## src/rtl/pu_io_initiator_if.sv

```systemverilog
//----------------------------------------------------------------------------
// pu_io_initiator_if : PU I/O request/ack bus between initiator and responder
// Rev 1.0
//----------------------------------------------------------------------------
`default_nettype none

`ifndef PU_WIDTH_NBITS
`define PU_WIDTH_NBITS 32
`endif

package pu_io_initiator_pkg;
  typedef struct packed {
    logic [3:0]  opcode;
    logic [7:0]  tag;
    logic [31:0] addr;
  } io_type;
endpackage

interface pu_io_initiator_if #(
  parameter int WIDTH_NBITS = `PU_WIDTH_NBITS
) ();
  logic                         io_req;
  pu_io_initiator_pkg::io_type  io_cmd;
  logic                         io_ack;
  logic [WIDTH_NBITS-1:0]       io_ack_data;

  modport master (
    output io_req,
    output io_cmd,
    input  io_ack,
    input  io_ack_data
  );

  modport slave (
    input  io_req,
    input  io_cmd,
    output io_ack,
    output io_ack_data
  );
endinterface

`default_nettype wire

```

## src/rtl/pu_io_initiator.sv

```systemverilog
//----------------------------------------------------------------------------
// pu_io_initiator : per-PU read initiator with 2-deep request queue,
//                   per-request timeout and stale-ack absorption.
// Rev 1.0
//----------------------------------------------------------------------------
`default_nettype none

`ifndef PU_WIDTH_NBITS
`define PU_WIDTH_NBITS 32
`endif

module pu_io_initiator
  import pu_io_initiator_pkg::*;
#(
  parameter int WIDTH_NBITS   = `PU_WIDTH_NBITS,
  parameter int ADDR_NBITS    = 32,
  parameter int TIMEOUT_NBITS = 10
) (
  input  wire logic                   clk,
  input  wire logic                   rst,
  input  wire logic                   i_core_rd,
  input  wire logic [ADDR_NBITS-1:0]  i_core_addr,
  output logic                        o_core_rd_rdy,
  output logic                        o_core_ack,
  output logic [WIDTH_NBITS-1:0]      o_core_rdata,
  output logic                        o_core_err,
  pu_io_initiator_if.master           io,
  output logic [15:0]                 o_timeout_cnt
);

  localparam logic [1:0] S_IDLE  = 2'd0;
  localparam logic [1:0] S_WAIT  = 2'd1;
  localparam logic [1:0] S_STALE = 2'd2;

  localparam logic [TIMEOUT_NBITS-1:0] C_LIMIT = '1;
  localparam logic [TIMEOUT_NBITS-1:0] C_ONE   = {{(TIMEOUT_NBITS-1){1'b0}}, 1'b1};

  logic [1:0]               r_state;
  logic [1:0]               w_state_nxt;
  logic [TIMEOUT_NBITS-1:0] r_timer;

  logic [ADDR_NBITS-1:0]    r_fifo [2];
  logic                     r_wr_ptr;
  logic                     r_rd_ptr;
  logic [1:0]               r_count;

  logic                     w_push;
  logic                     w_empty;
  logic                     w_timer_hit;
  logic                     w_launch;
  logic                     w_done;
  logic                     w_tmo;

  logic                     r_io_req;
  io_type                   r_io_cmd;
  logic                     r_core_ack;
  logic                     r_core_err;
  logic [WIDTH_NBITS-1:0]   r_core_rdata;
  logic [15:0]              r_timeout_cnt;

  // Ready reflects the count before any same-cycle pop.
  assign o_core_rd_rdy = (r_count != 2'd2);
  assign w_push        = i_core_rd & o_core_rd_rdy;
  assign w_empty       = (r_count == 2'd0);
  assign w_timer_hit   = (r_timer == C_LIMIT);

  always_ff @(posedge clk) begin
    if (rst) begin
      r_wr_ptr <= 1'b0;
      r_rd_ptr <= 1'b0;
      r_count  <= 2'd0;
    end else begin
      if (w_push) begin
        r_fifo[r_wr_ptr] <= i_core_addr;
        r_wr_ptr         <= ~r_wr_ptr;
      end
      if (w_launch) begin
        r_rd_ptr <= ~r_rd_ptr;
      end
      r_count <= r_count + {1'b0, w_push} - {1'b0, w_launch};
    end
  end

  always_ff @(posedge clk) begin
    if (rst) begin
      r_state <= S_IDLE;
    end else begin
      r_state <= w_state_nxt;
    end
  end

  always_comb begin
    w_state_nxt = r_state;
    case (r_state)
      S_IDLE: begin
        if (!w_empty) w_state_nxt = S_WAIT;
      end
      S_WAIT: begin
        if (io.io_ack)        w_state_nxt = S_IDLE;
        else if (w_timer_hit) w_state_nxt = S_STALE;
      end
      S_STALE: begin
        // A late ack ends the stale window; a queued read leaves straight away.
        if (io.io_ack)        w_state_nxt = w_empty ? S_IDLE : S_WAIT;
        else if (w_timer_hit) w_state_nxt = S_IDLE;
      end
      default: w_state_nxt = S_IDLE;
    endcase
  end

  always_comb begin
    w_launch = 1'b0;
    w_done   = 1'b0;
    w_tmo    = 1'b0;
    case (r_state)
      S_IDLE:  w_launch = !w_empty;
      S_WAIT: begin
        w_done = io.io_ack;
        w_tmo  = !io.io_ack && w_timer_hit;
      end
      S_STALE: w_launch = io.io_ack && !w_empty;
      default: w_launch = 1'b0;
    endcase
  end

  always_ff @(posedge clk) begin
    if (rst) begin
      r_timer       <= '0;
      r_io_req      <= 1'b0;
      r_io_cmd      <= '0;
      r_core_ack    <= 1'b0;
      r_core_err    <= 1'b0;
      r_core_rdata  <= '0;
      r_timeout_cnt <= 16'd0;
    end else begin
      if (w_launch || w_tmo) begin
        r_timer <= '0;
      end else if (r_state != S_IDLE) begin
        r_timer <= r_timer + C_ONE;
      end

      r_io_req <= w_launch;
      if (w_launch) begin
        r_io_cmd      <= '0;
        r_io_cmd.addr <= r_fifo[r_rd_ptr];
      end

      r_core_ack <= w_done | w_tmo;
      r_core_err <= w_tmo;
      if (w_done) begin
        r_core_rdata <= io.io_ack_data;
      end else if (w_tmo) begin
        r_core_rdata <= '0;
      end

      if (w_tmo && (r_timeout_cnt != 16'hFFFF)) begin
        r_timeout_cnt <= r_timeout_cnt + 16'd1;
      end
    end
  end

  assign io.io_req     = r_io_req;
  assign io.io_cmd     = r_io_cmd;
  assign o_core_ack    = r_core_ack;
  assign o_core_err    = r_core_err;
  assign o_core_rdata  = r_core_rdata;
  assign o_timeout_cnt = r_timeout_cnt;

endmodule

`default_nettype wire

```

## src/flat_wrapper.sv

```systemverilog
// flat-port wrapper written by rule: the top's interface ports become plain ports
module pu_io_initiator_flat import pu_io_initiator_pkg::*;
#(
  parameter int WIDTH_NBITS   = `PU_WIDTH_NBITS,
  parameter int ADDR_NBITS    = 32,
  parameter int TIMEOUT_NBITS = 10
)
  (clk, rst, i_core_rd, i_core_addr, o_core_rd_rdy, o_core_ack, o_core_rdata, o_core_err, o_timeout_cnt, io_io_req, io_io_cmd, io_io_ack, io_io_ack_data);
  pu_io_initiator_if #(.WIDTH_NBITS(WIDTH_NBITS)) io_i ();
  input  wire logic clk;
  input  wire logic rst;
  input  wire logic i_core_rd;
  input  wire logic [ADDR_NBITS-1:0] i_core_addr;
  output logic o_core_rd_rdy;
  output logic o_core_ack;
  output logic [WIDTH_NBITS-1:0] o_core_rdata;
  output logic o_core_err;
  output logic [15:0] o_timeout_cnt;
  output wire logic [$bits(io_i.io_req)-1:0] io_io_req;
  output wire logic [$bits(io_i.io_cmd)-1:0] io_io_cmd;
  input wire logic [$bits(io_i.io_ack)-1:0] io_io_ack;
  input wire logic [$bits(io_i.io_ack_data)-1:0] io_io_ack_data;
  assign io_io_req = io_i.io_req;
  assign io_io_cmd = io_i.io_cmd;
  assign io_i.io_ack = io_io_ack;
  assign io_i.io_ack_data = io_io_ack_data;
  pu_io_initiator #(.WIDTH_NBITS(WIDTH_NBITS), .ADDR_NBITS(ADDR_NBITS), .TIMEOUT_NBITS(TIMEOUT_NBITS)) u_core (.clk(clk), .rst(rst), .i_core_rd(i_core_rd), .i_core_addr(i_core_addr), .o_core_rd_rdy(o_core_rd_rdy), .o_core_ack(o_core_ack), .o_core_rdata(o_core_rdata), .o_core_err(o_core_err), .io(io_i), .o_timeout_cnt(o_timeout_cnt));
endmodule
```

## config.mk

```make
export PLATFORM = sky130hd
export DESIGN_NAME = pu_io_initiator_flat
export DESIGN_NICKNAME = d
export VERILOG_FILES = /design/src/rtl/pu_io_initiator_if.sv /design/src/rtl/pu_io_initiator.sv /design/src/flat_wrapper.sv
export SDC_FILE = /design/constraint.sdc
export NUM_CORES = 1
export LEC_CHECK = 0
export CAP_MARGIN = 25
export CORE_MARGIN = 2
export CORE_UTILIZATION = 50
export CTS_BUF_LIST = sky130_fd_sc_hd__clkbuf_8
export DETAILED_ROUTE_END_ITERATION = 8
export GPL_TIMING_DRIVEN = 0
export PLACE_DENSITY = 0.82
export SETUP_SLACK_MARGIN = 0.3
export SLEW_MARGIN = 30
export SYNTH_ARGS = -nofsm -noshare
export SYNTH_HDL_FRONTEND = slang
export SYNTH_SLANG_ARGS = --single-unit
```

## constraint.sdc

```tcl
create_clock -name clk -period 5.29 [get_ports clk]
set_clock_uncertainty 0.2 [all_clocks]
set_input_delay 1.587 -clock clk [delete_from_list [all_inputs] [get_ports clk]]
set_output_delay 1.587 -clock clk [all_outputs]
set_load 0.005 [all_outputs]
```

==> results.json <==
{
  "synth_ff_type": "dfxtp_1",
  "worst_slew_pin_slew_ns": 0.7357,
  "yosysUniqueCellTypes": 42,
  "ys_ff_latch": 163,
  "firstDrtPassIters": 4,
  "path_cells": "clkdlybuf4s50_1, nor2b_1, nor3_1, clkbuf_1, clkbuf_1, ha_1, inv_1, ha_1, xor2_1, xnor2_1, nor2_1",
  "p_sw_uw": 1053,
  "comb_power_share_pct": 27.0,
  "synth.avg_cell_area_um2": 11.97,
  "power.leakage_uw": 0.002985,
  "post_cts_buffers": 0,
  "fin_crit_ns": 4.510,
  "gp_congestion": 0.8446,
  "status": "completed",
  "power.share.switching_pct": 29.46,
  "yosysTopAreaCellShare_pct": 32.47,
  "fillers": 888,
  "cell_internal_pwr_uw": 2523,
  "ir_drop_v": 0.0003006,
  "ant_nets": 0,
  "synth_area_leader_cell": "dfxtp_1",
  "fp.coreArea_mm2": 0.01196,
  "path_class": "input pin to register",
  "drt_iter0_drc": 216,
  "post-dp-hpwl_mm": 10.07,
  "seq_area_frac_synth_pct": 63.96,
  "end_kind": "register",
  "start_util_pct": 51.03,
  "antenna_cells": 0,
  "cpPeakStageDelay_ns": 0.62,
  "fp.dieArea_mm2": 0.01311,
  "cts_resized": 0,
  "final_nets": 768,
  "ctsLongestPathBuffers": 2,
  "grt_remaining_overflow": 0,
  "clock-sinks": 163,
  "grt_max_degree": 17,
  "power_density_mw_per_mm2": 427.7,
  "drt-vias-per-instance": 5.285,
  "synth_common_cells": "dfxtp_1, nor2_1, edfxtp_1",
  "rows": 40,
  "pwr-share-clk_pct": 28.4,
  "ctsHoldBuffers": 0,
  "antenna_found_initial": 0,
  "area_growth_pct": 36.98,
  "required_ns": 5.43,
  "report.final.slew_viol_count": 0,
  "place_area_mm2": 0.007909,
  "vias": 4524,
  "wl_per_cell_um": 16.43,
  "fin_util_pct": 69.90,
  "die_w_um": 114.5,
  "rsz0062_at_grt": "no",
  "crit_arrival_ns": 4.65,
  "post-route-period-util_pct": 85.25,
  "max_freq_mhz": 221.7,
  "timing.critical_path.slowest_stage_cell": "clkdlybuf4s50_1",
  "drt_wl_total_mm": 14.07,
  "setup_viol": 0,
  "crit_path_max_fanout": 10,
  "grt_pass1_vias": 4678,
  "synth_edf_count": 64,
  "dieHeight_um": 114.5,
  "drive_gt1_share_pct": 8.886,
  "port_buffers": 151,
  "min_path_type": "register to register",
  "drc_errors": 0,
  "root_buffer": "clkbuf_8",
  "async_reset_ff_share_pct": 0,
  "cts_max_level": 4,
  "maxCapViolCount": 0,
  "ys_warn_count": 0,
  "yosys.cell_count.top_type": "dfxtp_1",
  "grt_pass1_wl_mm": 22.42,
  "clock_latency_ns": 0.47,
  "grt.total_usage_pct": 22.28,
  "cts_tree": "built",
  "cts_buffers": 17,
  "pwr-share-seq_pct": 44.6,
  "hold_viol": 0,
  "p_total_uw": 3576,
  "final_area_mm2": 0.008361,
  "start_kind": "input pin",
  "clk_pin_slew_ns": 0.08,
  "synth_area_mm2": 0.006103,
  "synthCells": 510,
  "relSlewSlack_pct": 50.96,
  "ios": 164,
  "synth.top_cells.by_area": "dfxtp_1, edfxtp_1, nor2_1"
}
cells by family after synthesis:
kind of cell,share of synthesized area (%)
DFF,63.96
and+or+nand+nor,11.44
AOI/OAI and AO/OA,11.03
buffers and inverters,4.100
muxes,5.576
xor gates and xnor gates,3.013
adders and majority gates,0.8200
other,0.06144
cells in the final DEF (no fill, tap or decap), drive strengths merged, types with 4 or more instances in the layout:
| cell | Yosys | layout |
|---|---|---|
| clkdlybuf4s50 | 0 | 151 |
| and3 | 5 | 5 |
| a21oi | 6 | 6 |
| clkinv | 0 | 4 |
| o21ai | 6 | 6 |
| clkbuf | 26 | 43 |
| nand4 | 6 | 6 |
| o2111ai | 4 | 4 |
| xnor2 | 5 | 5 |
| conb | 1 | 12 |
| nand2 | 9 | 9 |
| edfxtp | 64 | 64 |
| nor2 | 96 | 96 |
| xor2 | 16 | 16 |
| mux2i | 34 | 34 |
| a211oi | 33 | 33 |
| bufinv | 0 | 4 |
| inv | 6 | 12 |
| nand3 | 4 | 4 |
| o211ai | 4 | 4 |
| ha | 4 | 4 |
| a22oi | 33 | 33 |
| nor3 | 5 | 5 |
| dfxtp | 99 | 99 |
| buf | 19 | 24 |
| or3 | 5 | 5 |
| and2 | 4 | 4 |
worst max-delay path: cells and delay by family:
kind	cells	cell delay [ns]
buf+inv	4	1.57
simple gates	3	0.67
fa+ha+maj	2	0.47
xor+xnor	2	0.34
flip-flops by register name (all words and copies together) (netlist names), 2 cells and up:
name and cells:
u_core.r_fifo 64, u_core.io.io_cmd 32, u_core.o_core_rdata 32, u_core.o_timeout_cnt 16, u_core.r_timer 10, u_core.r_count 2
u_core.r_state 2
layout make-up:
| type | count | area, um2 | share of cell area [%] |
|---|---|---|---|
| flip-flops and latches | 163 | 3904 | 46.69 |
| multi-input cells | 307 | 2007 | 24.00 |
| repair buffers | 156 | 1564 | 18.71 |
| clock buffers | 17 | 234.0 | 2.799 |
| plain buffers | 45 | 227.7 | 2.724 |
| clock inverters | 15 | 217.7 | 2.604 |
| well taps | 147 | 183.9 | 2.200 |
| inverters | 6 | 22.52 | 0.2694 |
final timing paths:
| check | startpoint | end | slack, ns | cells past startpoint |
|---|---|---|---|---|
| max | io_io_ack | u_core.r_count[1] | 0.78 | 11 |
| max reg2reg | u_core.r_state[1] | u_core.r_count[1] | 2.11 | 10 |
| min | u_core.o_core_rdata[14] | u_core.o_core_rdata[14] | 0.30 | 2 |
| min reg2reg | u_core.o_core_rdata[14] | u_core.o_core_rdata[14] | 0.30 | 2 |
power by group through the flow:
stage               Clock, uW  Combinational (uW)  Sequential, uW
finish                   1010                 965            1600
global route             1090                1070            1620
CTS                      1030                 974            1600
detailed placement          0                 968            1620
global placement            0                 919            1620
floorplan                   0                 483            1620
through the flow:
step	std cells	worst slack, ns	hold slack [ns]	TNS [ns]
global placement	819	-1.564	0.2783	-50.00
detailed placement	824	0.3629	0.2855	0
finish	856	0.7801	0.3010	0
floorplan	521	0.3890	0.2716	0
CTS	856	0.8622	0.3055	0
global route	856	0.6472	0.3274	0
per-layer routing:
layer / track usage (%) / vias up / share of wire (%)
met2: 39.45 / 184 / 50
met1: 24.81 / 2134 / 40
met4: 6.260 / 0 / 1.0
met5: 0 / - / 0
li1: - / 2186 / -
met3: 8.841 / 20 / 9.1
(Power assumes the default switching activity.)
